## src/rtl/isp_pkg.sv

```systemverilog
// Shared definitions for the ISP white-balance blocks: colour codes, gain
// constants, the AWB controller state encoding and the gain helper functions.
package isp_pkg;

  localparam logic [1:0] RED   = 2'd0;
  localparam logic [1:0] GREEN = 2'd1;
  localparam logic [1:0] BLUE  = 2'd2;

  localparam logic [15:0] GAIN_UNITY = 16'h0100;
  localparam logic [15:0] GAIN_MAX   = 16'h0FFF;

  typedef enum logic [2:0] {
    ST_IDLE,
    ST_ACCUM,
    ST_DIV_R,
    ST_DIV_B,
    ST_UPDATE
  } awb_state_t;

  // Turns a raw divider result into a usable gain: degenerate statistics give
  // unity, anything beyond the WB stage's range is pinned to GAIN_MAX.
  function automatic logic [15:0] div_to_gain(input logic degenerate,
                                               input logic ovf,
                                               input logic [15:0] quo);
    if (degenerate)
      return GAIN_UNITY;
    else if (ovf || (quo > GAIN_MAX))
      return GAIN_MAX;
    else
      return quo;
  endfunction

  // One step of the first-order smoothing filter: move half way from the
  // current gain toward the freshly computed one, clamped to [0, GAIN_MAX].
  function automatic logic [15:0] iir_step(input logic [15:0] k_old,
                                           input logic [15:0] k_calc);
    logic signed [17:0] diff;
    logic signed [17:0] next;
    diff = $signed({2'b00, k_calc}) - $signed({2'b00, k_old});
    next = $signed({2'b00, k_old}) + (diff >>> 1);
    if (next < 18'sd0)
      return 16'h0000;
    else if (next > $signed({2'b00, GAIN_MAX}))
      return GAIN_MAX;
    else
      return next[15:0];
  endfunction

endpackage

```

## src/rtl/awb_div_seq.sv

```systemverilog
// Restoring unsigned divider producing one quotient bit per clock.
// A start pulse loads the operands; QW cycles later done pulses for one cycle
// with quo/ovf valid and held until the next start. ovf flags quotients that
// do not fit in QW bits (num >= den << QW).
module awb_div_seq #(
  parameter int NW = 48,
  parameter int DW = 40,
  parameter int QW = 16
) (
  input  logic          clk,
  input  logic          rst,
  input  logic          start,
  input  logic [NW-1:0] num,
  input  logic [DW-1:0] den,
  output logic          done,
  output logic [QW-1:0] quo,
  output logic          ovf
);
  localparam int CW = $clog2(QW + 1);
  localparam logic [CW-1:0] CNT_INIT = CW'(QW);
  localparam logic [CW-1:0] CNT_ONE  = CW'(1);

  logic [DW-1:0] rem;
  logic [DW-1:0] den_q;
  logic [QW-1:0] lo;
  logic [CW-1:0] cnt;
  logic [DW:0]   trial;
  logic [DW:0]   diff;
  logic          ovf_now;

  // Trial subtraction for the current quotient bit and load-time overflow test.
  always_comb begin
    trial   = {rem, lo[QW-1]};
    diff    = trial - {1'b0, den_q};
    ovf_now = ((DW + QW)'(num) >= {den, {QW{1'b0}}});
  end

  // Iteration register: load on start, then shift one quotient bit per cycle.
  // NOTE: clocked state is written with <= only, so every register samples the
  // pre-edge values and the order of statements inside the block is irrelevant.
  always_ff @(posedge clk) begin
    if (rst) begin
      rem   <= '0;
      den_q <= '0;
      lo    <= '0;
      cnt   <= '0;
      quo   <= '0;
      ovf   <= 1'b0;
      done  <= 1'b0;
    end else begin
      done <= 1'b0;
      if (start) begin
        // Upper numerator bits seed the remainder; they are < den unless ovf.
        rem   <= DW'(num[NW-1:QW]);
        lo    <= num[QW-1:0];
        den_q <= den;
        cnt   <= CNT_INIT;
        quo   <= '0;
        ovf   <= ovf_now;
      end else if (cnt != '0) begin
        if (trial >= {1'b0, den_q}) begin
          rem <= diff[DW-1:0];
          quo <= {quo[QW-2:0], 1'b1};
        end else begin
          rem <= trial[DW-1:0];
          quo <= {quo[QW-2:0], 1'b0};
        end
        lo  <= lo << 1;
        cnt <= cnt - CNT_ONE;
        if (cnt == CNT_ONE)
          done <= 1'b1;
      end
    end
  end

endmodule

```

## src/rtl/awb_gain_ctrl.sv

```systemverilog
// Gray-world auto-white-balance controller. Accumulates per-channel sums and
// pixel counts over a frame, then divides G-relative ratios for R and B on a
// shared sequential divider and publishes Q8.8 gains to the WB stage.
// Gain ports are 16 bits wide, so QW is expected to stay at 16.
// Optional build macro: AWB_IIR_EN smooths successive gain updates.
module awb_gain_ctrl
  import isp_pkg::*;
#(
  parameter int ACC_W = 24,
  parameter int CNT_W = 16,
  parameter int QW    = 16
) (
  input  logic        clk,
  input  logic        rst,
  input  logic        frame_start_i,
  input  logic        frame_end_i,
  input  logic        valid_i,
  input  logic [1:0]  color_i,
  input  logic [7:0]  value_i,
  output logic [15:0] K_R,
  output logic [15:0] K_G,
  output logic [15:0] K_B,
  output logic        valid_gain_o,
  output logic        gain_updt_o,
  output logic        busy_o
);
  localparam int DW = ACC_W + CNT_W;
  localparam int NW = DW + 8;

  awb_state_t       state;
  logic [ACC_W-1:0] sum_q   [3];
  logic [CNT_W-1:0] cnt_q   [3];
  logic [ACC_W-1:0] sum_nxt [3];
  logic [CNT_W-1:0] cnt_nxt [3];
  logic             restart;
  logic             pix_ok;
  logic             start_q;
  logic             div_start;
  logic             div_done;
  logic             div_ovf;
  logic [QW-1:0]    div_quo;
  logic [ACC_W-1:0] s_op;
  logic [CNT_W-1:0] n_op;
  logic [DW-1:0]    num_prod;
  logic [DW-1:0]    den_prod;
  logic [NW-1:0]    div_num;
  logic             zero_r;
  logic             zero_b;
  logic [15:0]      kr_hold;
  logic [15:0]      kb_calc;

  function automatic logic [ACC_W-1:0] sat_sum(input logic [ACC_W-1:0] a,
                                               input logic [7:0] v);
    logic [ACC_W:0] t;
    t = {1'b0, a} + (ACC_W + 1)'(v);
    return t[ACC_W] ? '1 : t[ACC_W-1:0];
  endfunction

  function automatic logic [CNT_W-1:0] sat_cnt(input logic [CNT_W-1:0] a);
    return (&a) ? a : a + CNT_W'(1);
  endfunction

  assign K_G = GAIN_UNITY;

  // Next-value statistics: optional restart clear, then the qualified pixel.
  // NOTE: every always_comb output gets a default before any condition, so no
  // path leaves a value unassigned and no latch is inferred.
  always_comb begin
    restart = (state == ST_ACCUM) && frame_start_i && !frame_end_i;
    pix_ok  = (state == ST_ACCUM) && valid_i && (color_i != 2'd3);
    for (int c = 0; c < 3; c++) begin
      sum_nxt[c] = restart ? '0 : sum_q[c];
      cnt_nxt[c] = restart ? '0 : cnt_q[c];
      if (pix_ok && (color_i == 2'(c))) begin
        sum_nxt[c] = sat_sum(sum_nxt[c], value_i);
        cnt_nxt[c] = sat_cnt(cnt_nxt[c]);
      end
    end
  end

  // Statistics registers: cleared on frame start from IDLE, updated in ACCUM.
  // NOTE: this small register array is reset explicitly because a reset must
  // discard a partially accumulated frame, unlike storage arrays left unreset.
  always_ff @(posedge clk) begin
    if (rst) begin
      sum_q <= '{default: '0};
      cnt_q <= '{default: '0};
    end else if ((state == ST_IDLE) && frame_start_i) begin
      sum_q <= '{default: '0};
      cnt_q <= '{default: '0};
    end else if (state == ST_ACCUM) begin
      sum_q <= sum_nxt;
      cnt_q <= cnt_nxt;
    end
  end

  // Divider operands: R on the first start, B when the R result completes.
  always_comb begin
    s_op      = start_q ? sum_q[RED] : sum_q[BLUE];
    n_op      = start_q ? cnt_q[RED] : cnt_q[BLUE];
    num_prod  = DW'(sum_q[GREEN]) * DW'(n_op);
    den_prod  = DW'(s_op) * DW'(cnt_q[GREEN]);
    div_num   = {num_prod, 8'h00};
    div_start = start_q || ((state == ST_DIV_R) && div_done);
    zero_r    = (sum_q[RED] == '0) || (cnt_q[RED] == '0) || (cnt_q[GREEN] == '0);
    zero_b    = (sum_q[BLUE] == '0) || (cnt_q[BLUE] == '0) || (cnt_q[GREEN] == '0);
    kb_calc   = div_to_gain(zero_b, div_ovf, 16'(div_quo));
  end

  awb_div_seq #(
    .NW (NW),
    .DW (DW),
    .QW (QW)
  ) u_div (
    .clk   (clk),
    .rst   (rst),
    .start (div_start),
    .num   (div_num),
    .den   (den_prod),
    .done  (div_done),
    .quo   (div_quo),
    .ovf   (div_ovf)
  );

  // Control FSM with registered gain, valid, update and busy outputs.
  always_ff @(posedge clk) begin
    if (rst) begin
      state        <= ST_IDLE;
      start_q      <= 1'b0;
      kr_hold      <= GAIN_UNITY;
      K_R          <= GAIN_UNITY;
      K_B          <= GAIN_UNITY;
      valid_gain_o <= 1'b0;
      gain_updt_o  <= 1'b0;
      busy_o       <= 1'b0;
    end else begin
      start_q     <= 1'b0;
      gain_updt_o <= 1'b0;
      case (state)
        ST_IDLE: begin
          if (frame_start_i)
            state <= ST_ACCUM;
        end
        ST_ACCUM: begin
          if (frame_end_i) begin
            state   <= ST_DIV_R;
            start_q <= 1'b1;
            busy_o  <= 1'b1;
          end
        end
        ST_DIV_R: begin
          if (div_done) begin
            kr_hold <= div_to_gain(zero_r, div_ovf, 16'(div_quo));
            state   <= ST_DIV_B;
          end
        end
        ST_DIV_B: begin
          if (div_done) begin
`ifdef AWB_IIR_EN
            K_R <= valid_gain_o ? iir_step(K_R, kr_hold) : kr_hold;
            K_B <= valid_gain_o ? iir_step(K_B, kb_calc) : kb_calc;
`else
            K_R <= kr_hold;
            K_B <= kb_calc;
`endif
            valid_gain_o <= 1'b1;
            gain_updt_o  <= 1'b1;
            state        <= ST_UPDATE;
          end
        end
        ST_UPDATE: begin
          state  <= ST_IDLE;
          busy_o <= 1'b0;
        end
        default: state <= ST_IDLE;
      endcase
    end
  end

endmodule

```

## config.mk

```make
export PLATFORM = sky130hd
export DESIGN_NAME = awb_gain_ctrl
export DESIGN_NICKNAME = d
export VERILOG_FILES = /design/src/rtl/isp_pkg.sv /design/src/rtl/awb_div_seq.sv /design/src/rtl/awb_gain_ctrl.sv
export SDC_FILE = /design/constraint.sdc
export NUM_CORES = 2
export LEC_CHECK = 0
export BUFFER_PORTS_ARGS = -buffer_cell sky130_fd_sc_hd__buf_2
export CELL_PAD_IN_SITES_DETAIL_PLACEMENT = 0
export CELL_PAD_IN_SITES_GLOBAL_PLACEMENT = 2
export CORE_MARGIN = 4
export CORE_UTILIZATION = 25
export CTS_BUF_LIST = sky130_fd_sc_hd__clkbuf_8 sky130_fd_sc_hd__clkbuf_16
export CTS_CLUSTER_DIAMETER = 80
export DETAILED_ROUTE_END_ITERATION = 7
export GPL_TIMING_DRIVEN = 0
export PLACE_DENSITY = 0.63
export SETUP_SLACK_MARGIN = 0.02
export SKIP_LAST_GASP = 1
export SYNTH_ARGS = -nofsm -noshare
export SYNTH_HDL_FRONTEND = slang
export SYNTH_SLANG_ARGS = --single-unit
export TNS_END_PERCENT = 10
```

## constraint.sdc

```tcl
create_clock -name clk -period 10.9 [get_ports clk]
set_input_delay 0.545 -clock clk [delete_from_list [all_inputs] [get_ports clk]]
set_output_delay 0.545 -clock clk [all_outputs]
set_load 0.02 [all_outputs]
```

==> flow_metrics.env <==
export IMPL_status="finished clean"
export IMPL_fin_nets=6180
export IMPL_avgSynthCellArea_um2=8.17
export IMPL_die_y_um=417
export IMPL_wl_um=159000
export IMPL_numCtsBuffers=42
export IMPL_synth_top_family_by_area="adder cells"
export IMPL_port_buffers=48
export IMPL_path_max_fanout=10
export IMPL_synth_top_area_share=0.294
export IMPL_synthSimpleGateAreaFrac=0.197
export IMPL_path_clk_slew_ns=0.06
export IMPL_hpwl_um=130000
export IMPL_multi_input_area_um2=32000
export IMPL_ys_flop_type="dfxtp_1"
export IMPL_worst_pin_slew_ns=1.19
export IMPL_cpMostUsedCell="fa_1"
export IMPL_die_area_um2=174000
export IMPL_drtIter0Drc=2286
export IMPL_tritoncts="yes"
export IMPL_cp_required_ns=11.46
export IMPL_p_leak_uw=0.0210
export IMPL_placedCellCount=7379
export IMPL_ys_top_cells_by_area="fa_1, dfxtp_1, ha_1, inv_1, nand2_1"
export IMPL_ir_drop_mv=0.142
export IMPL_row_count=149
export IMPL_cts_sinks=286
export IMPL_ys_seq_elements=286
export IMPL_grt_max_degree=17
export IMPL_hold_viol=0
export IMPL_power_density_nw_per_um2=104
export IMPL_fin_hold_ws_ns=0.318
export IMPL_min_delay_start="frame_end_i"
export IMPL_cts_hold_buf=0
export IMPL_ant_nets=0
export IMPL_ys_warnings_count=0
export IMPL_cp_end_kind="flop"
export IMPL_crit_type="flop to flop"
export IMPL_start_util=0.253
export IMPL_track_usage=0.184
export IMPL_worst_ep_arrival_time_ns=10.99
export IMPL_fmaxAchievable_ghz=0.0959
export IMPL_cp_start_kind="flop"
export IMPL_synth_edf_count=0
export IMPL_synthDistinctLibCells=81
export IMPL_startpoint="start_q$_SDFF_PP0_"
export IMPL_yosys_area_top_type="fa_1"
export IMPL_dpl_worst_slack_ns=-1.34
export IMPL_drv_cap=0
export IMPL_cts_max_level=2
export IMPL_syn_inst=5124
export IMPL_grt_pass1_wl_um=242000
export IMPL_fillers=18100
export IMPL_async_flop_share=0
export IMPL_skew_ns=0.0338
export IMPL_vias=35400
export IMPL_drive_above_1_share=0.0453
export IMPL_cts_max_path_buffers=3
export IMPL_wire_per_inst_um=21.4
export IMPL_clkLatencyLatePin_ns=0.63
export IMPL_stdcell_count=7446
export IMPL_period_share=0.957
export IMPL_gp_congestion=0.857
export IMPL_route_detailed_drc=0
export IMPL_core_um2=166000
export IMPL_critPathMaxStageDelay_ns=0.60
export IMPL_fin_ws_ns=0.471
export IMPL_avgViaCountPerCell=4.76
export IMPL_hold_class="input port to flop"
export IMPL_muxShareOfSynthArea=0.0133
export IMPL_root_buffer="clkbuf_16"
export IMPL_worst_path_dominant_cell_family="adder cells"
export IMPL_synth_compound_area_frac=0.125
export IMPL_first_pass_iters=5
export IMPL_synth_seq_area_share=0.137
export IMPL_synth_xor_area_frac=0.0341
export IMPL_period_needed_ns=10.43
export IMPL_area_growth_pct=11.1
export IMPL_grt_overflow=0
export IMPL_die_w_um=417
export IMPL_crit_slowest_cell="fa_1"
export IMPL_grt_pass1_vias=37400
export IMPL_max_slew_margin=0.198
export IMPL_finalMaxSlewViolations=0
export IMPL_path_buf_inv=8
export IMPL_antenna_found_initial=5
export IMPL_r2r_start="start_q$_SDFF_PP0_"
export IMPL_regArea_um2=5730
export IMPL_num_io_pins=66
export IMPL_rsz0062_at_grt="no"
export IMPL_setup_viol=0
export IMPL_syn_cell_area_um2=41900
export IMPL_synthAdderAreaFrac=0.392
==> cell usage after synthesis (12+ instances only) <==
cell type	count
mux2i_1	13
o31ai_1	27
nor2_1	279
and3_1	43
ha_1	326
a21o_1	77
nand2_1	764
buf_1	12
buf_4	19
a221oi_1	20
a21oi_1	260
fa_1	616
a311oi_1	16
xnor2_1	90
nand4_1	56
inv_1	829
o21a_1	19
xor2_1	73
nand3_1	88
a31oi_1	37
o211ai_1	23
o211a_1	12
clkbuf_1	246
mux2_2	38
and4_1	15
and2_1	334
nand2b_1	18
o21bai_1	15
o21ai_0	168
nor4_1	29
dfxtp_1	286
a211oi_1	43
nor2b_1	33
nor3_1	51
==> stage by stage <==
step           power, uW  area (um2)  setup TNS, ns  utilization
6_report            4820       46500              0        0.281
5_1_grt             5080       46500              0        0.281
4_1_cts             4840       46500              0        0.280
3_5_place_dp        3310       45000          -1.34        0.271
3_3_place_gp        3310       44900          -1.22        0.271
2_1_floorplan       2600       41900              0            -
==> final cells by class <==
cell class,count,share of cell area
multi-input combinational,3738,0.688
sequential,286,0.123
inverter,829,0.0669
tap,2189,0.0589
buffer,274,0.0246
clock buffer,47,0.0241
clock inverter,30,0.00828
timing repair buffer,52,0.00605
antenna,1,0.0000538
==> routing by layer <==
layer	GRT usage	part of all wire	vias up
met5	0	0	-
met4	0.0362	0.019	0
met3	0.0175	0.039	135
met2	0.307	0.46	708
met1	0.259	0.48	18000
li1	-	-	16600
==> sequential cells by signal (all words and copies together), names as in the netlist <==
register and count:
K_B 16, u_div.den_q 40, u_div.cnt 5, u_div.quo 16, valid_gain_o 1, sum_q 72, u_div.done 1, u_div.ovf 1
u_div.lo 8, kr_hold 16, gain_updt_o 1, cnt_q 48, state 3, u_div.rem 40, start_q 1, busy_o 1
K_R 16
==> final timing paths <==
kind / slack [ns] / to / depth (start not counted)
setup / recovery: 0.47 / u_div.ovf$_SDFFE_PP0N_ / 35
hold / removal: 0.32 / start_q$_SDFF_PP0_ / 2
setup reg to reg: 0.47 / u_div.ovf$_SDFFE_PP0N_ / 35
hold reg to reg: 0.45 / u_div.quo[15]$_SDFFE_PP0P_ / 2
==> timing repair <==
item                                    4_1_cts  5_1_grt
resized for setup                            10       16
buffers inserted                              0        0
endpoints found under the setup margin        1        1
==> worst register-to-register path: cells and delay by family (launching register included) <==
kind            cells  cell delay, ns
compound gates      5            1.45
mux                 1            0.35
flops               1            0.49
simple gates       12            2.61
buf+inv             8            1.38
fa+ha+maj           8            3.84
xor+xnor            1            0.24
==> power by group <==
group | total (uW) | internal (uW) | switching [uW]
Clock | 1510 | 915 | 597
Sequential | 1210 | 1130 | 77.2
Combinational | 2100 | 704 | 1390
==> cells by family after synthesis <==
group	count (synthesis)
flip-flops	286
buffers and inverters	1114
adder cells (fa/ha/maj)	942
other	2
multiplexers	51
AND/OR/NAND/NOR	1749
AO/OA/AOI/OAI	817
XOR/XNOR	163
==> placed cells by master, fill, tap and decap left out, types with 43 or more instances in the layout <==
cell type and count:
inv_1 833, nand2_1 764, fa_1 616, and2_1 334
ha_1 326, dfxtp_1 285, nor2_1 279, a21oi_1 260
clkbuf_1 228, o21ai_0 166, nand3_1 88, xnor2_1 88
a21o_1 77, xor2_1 71, buf_2 56, nand4_1 56
nor3_1 50, and3_1 43
(Power assumes the default switching activity.)
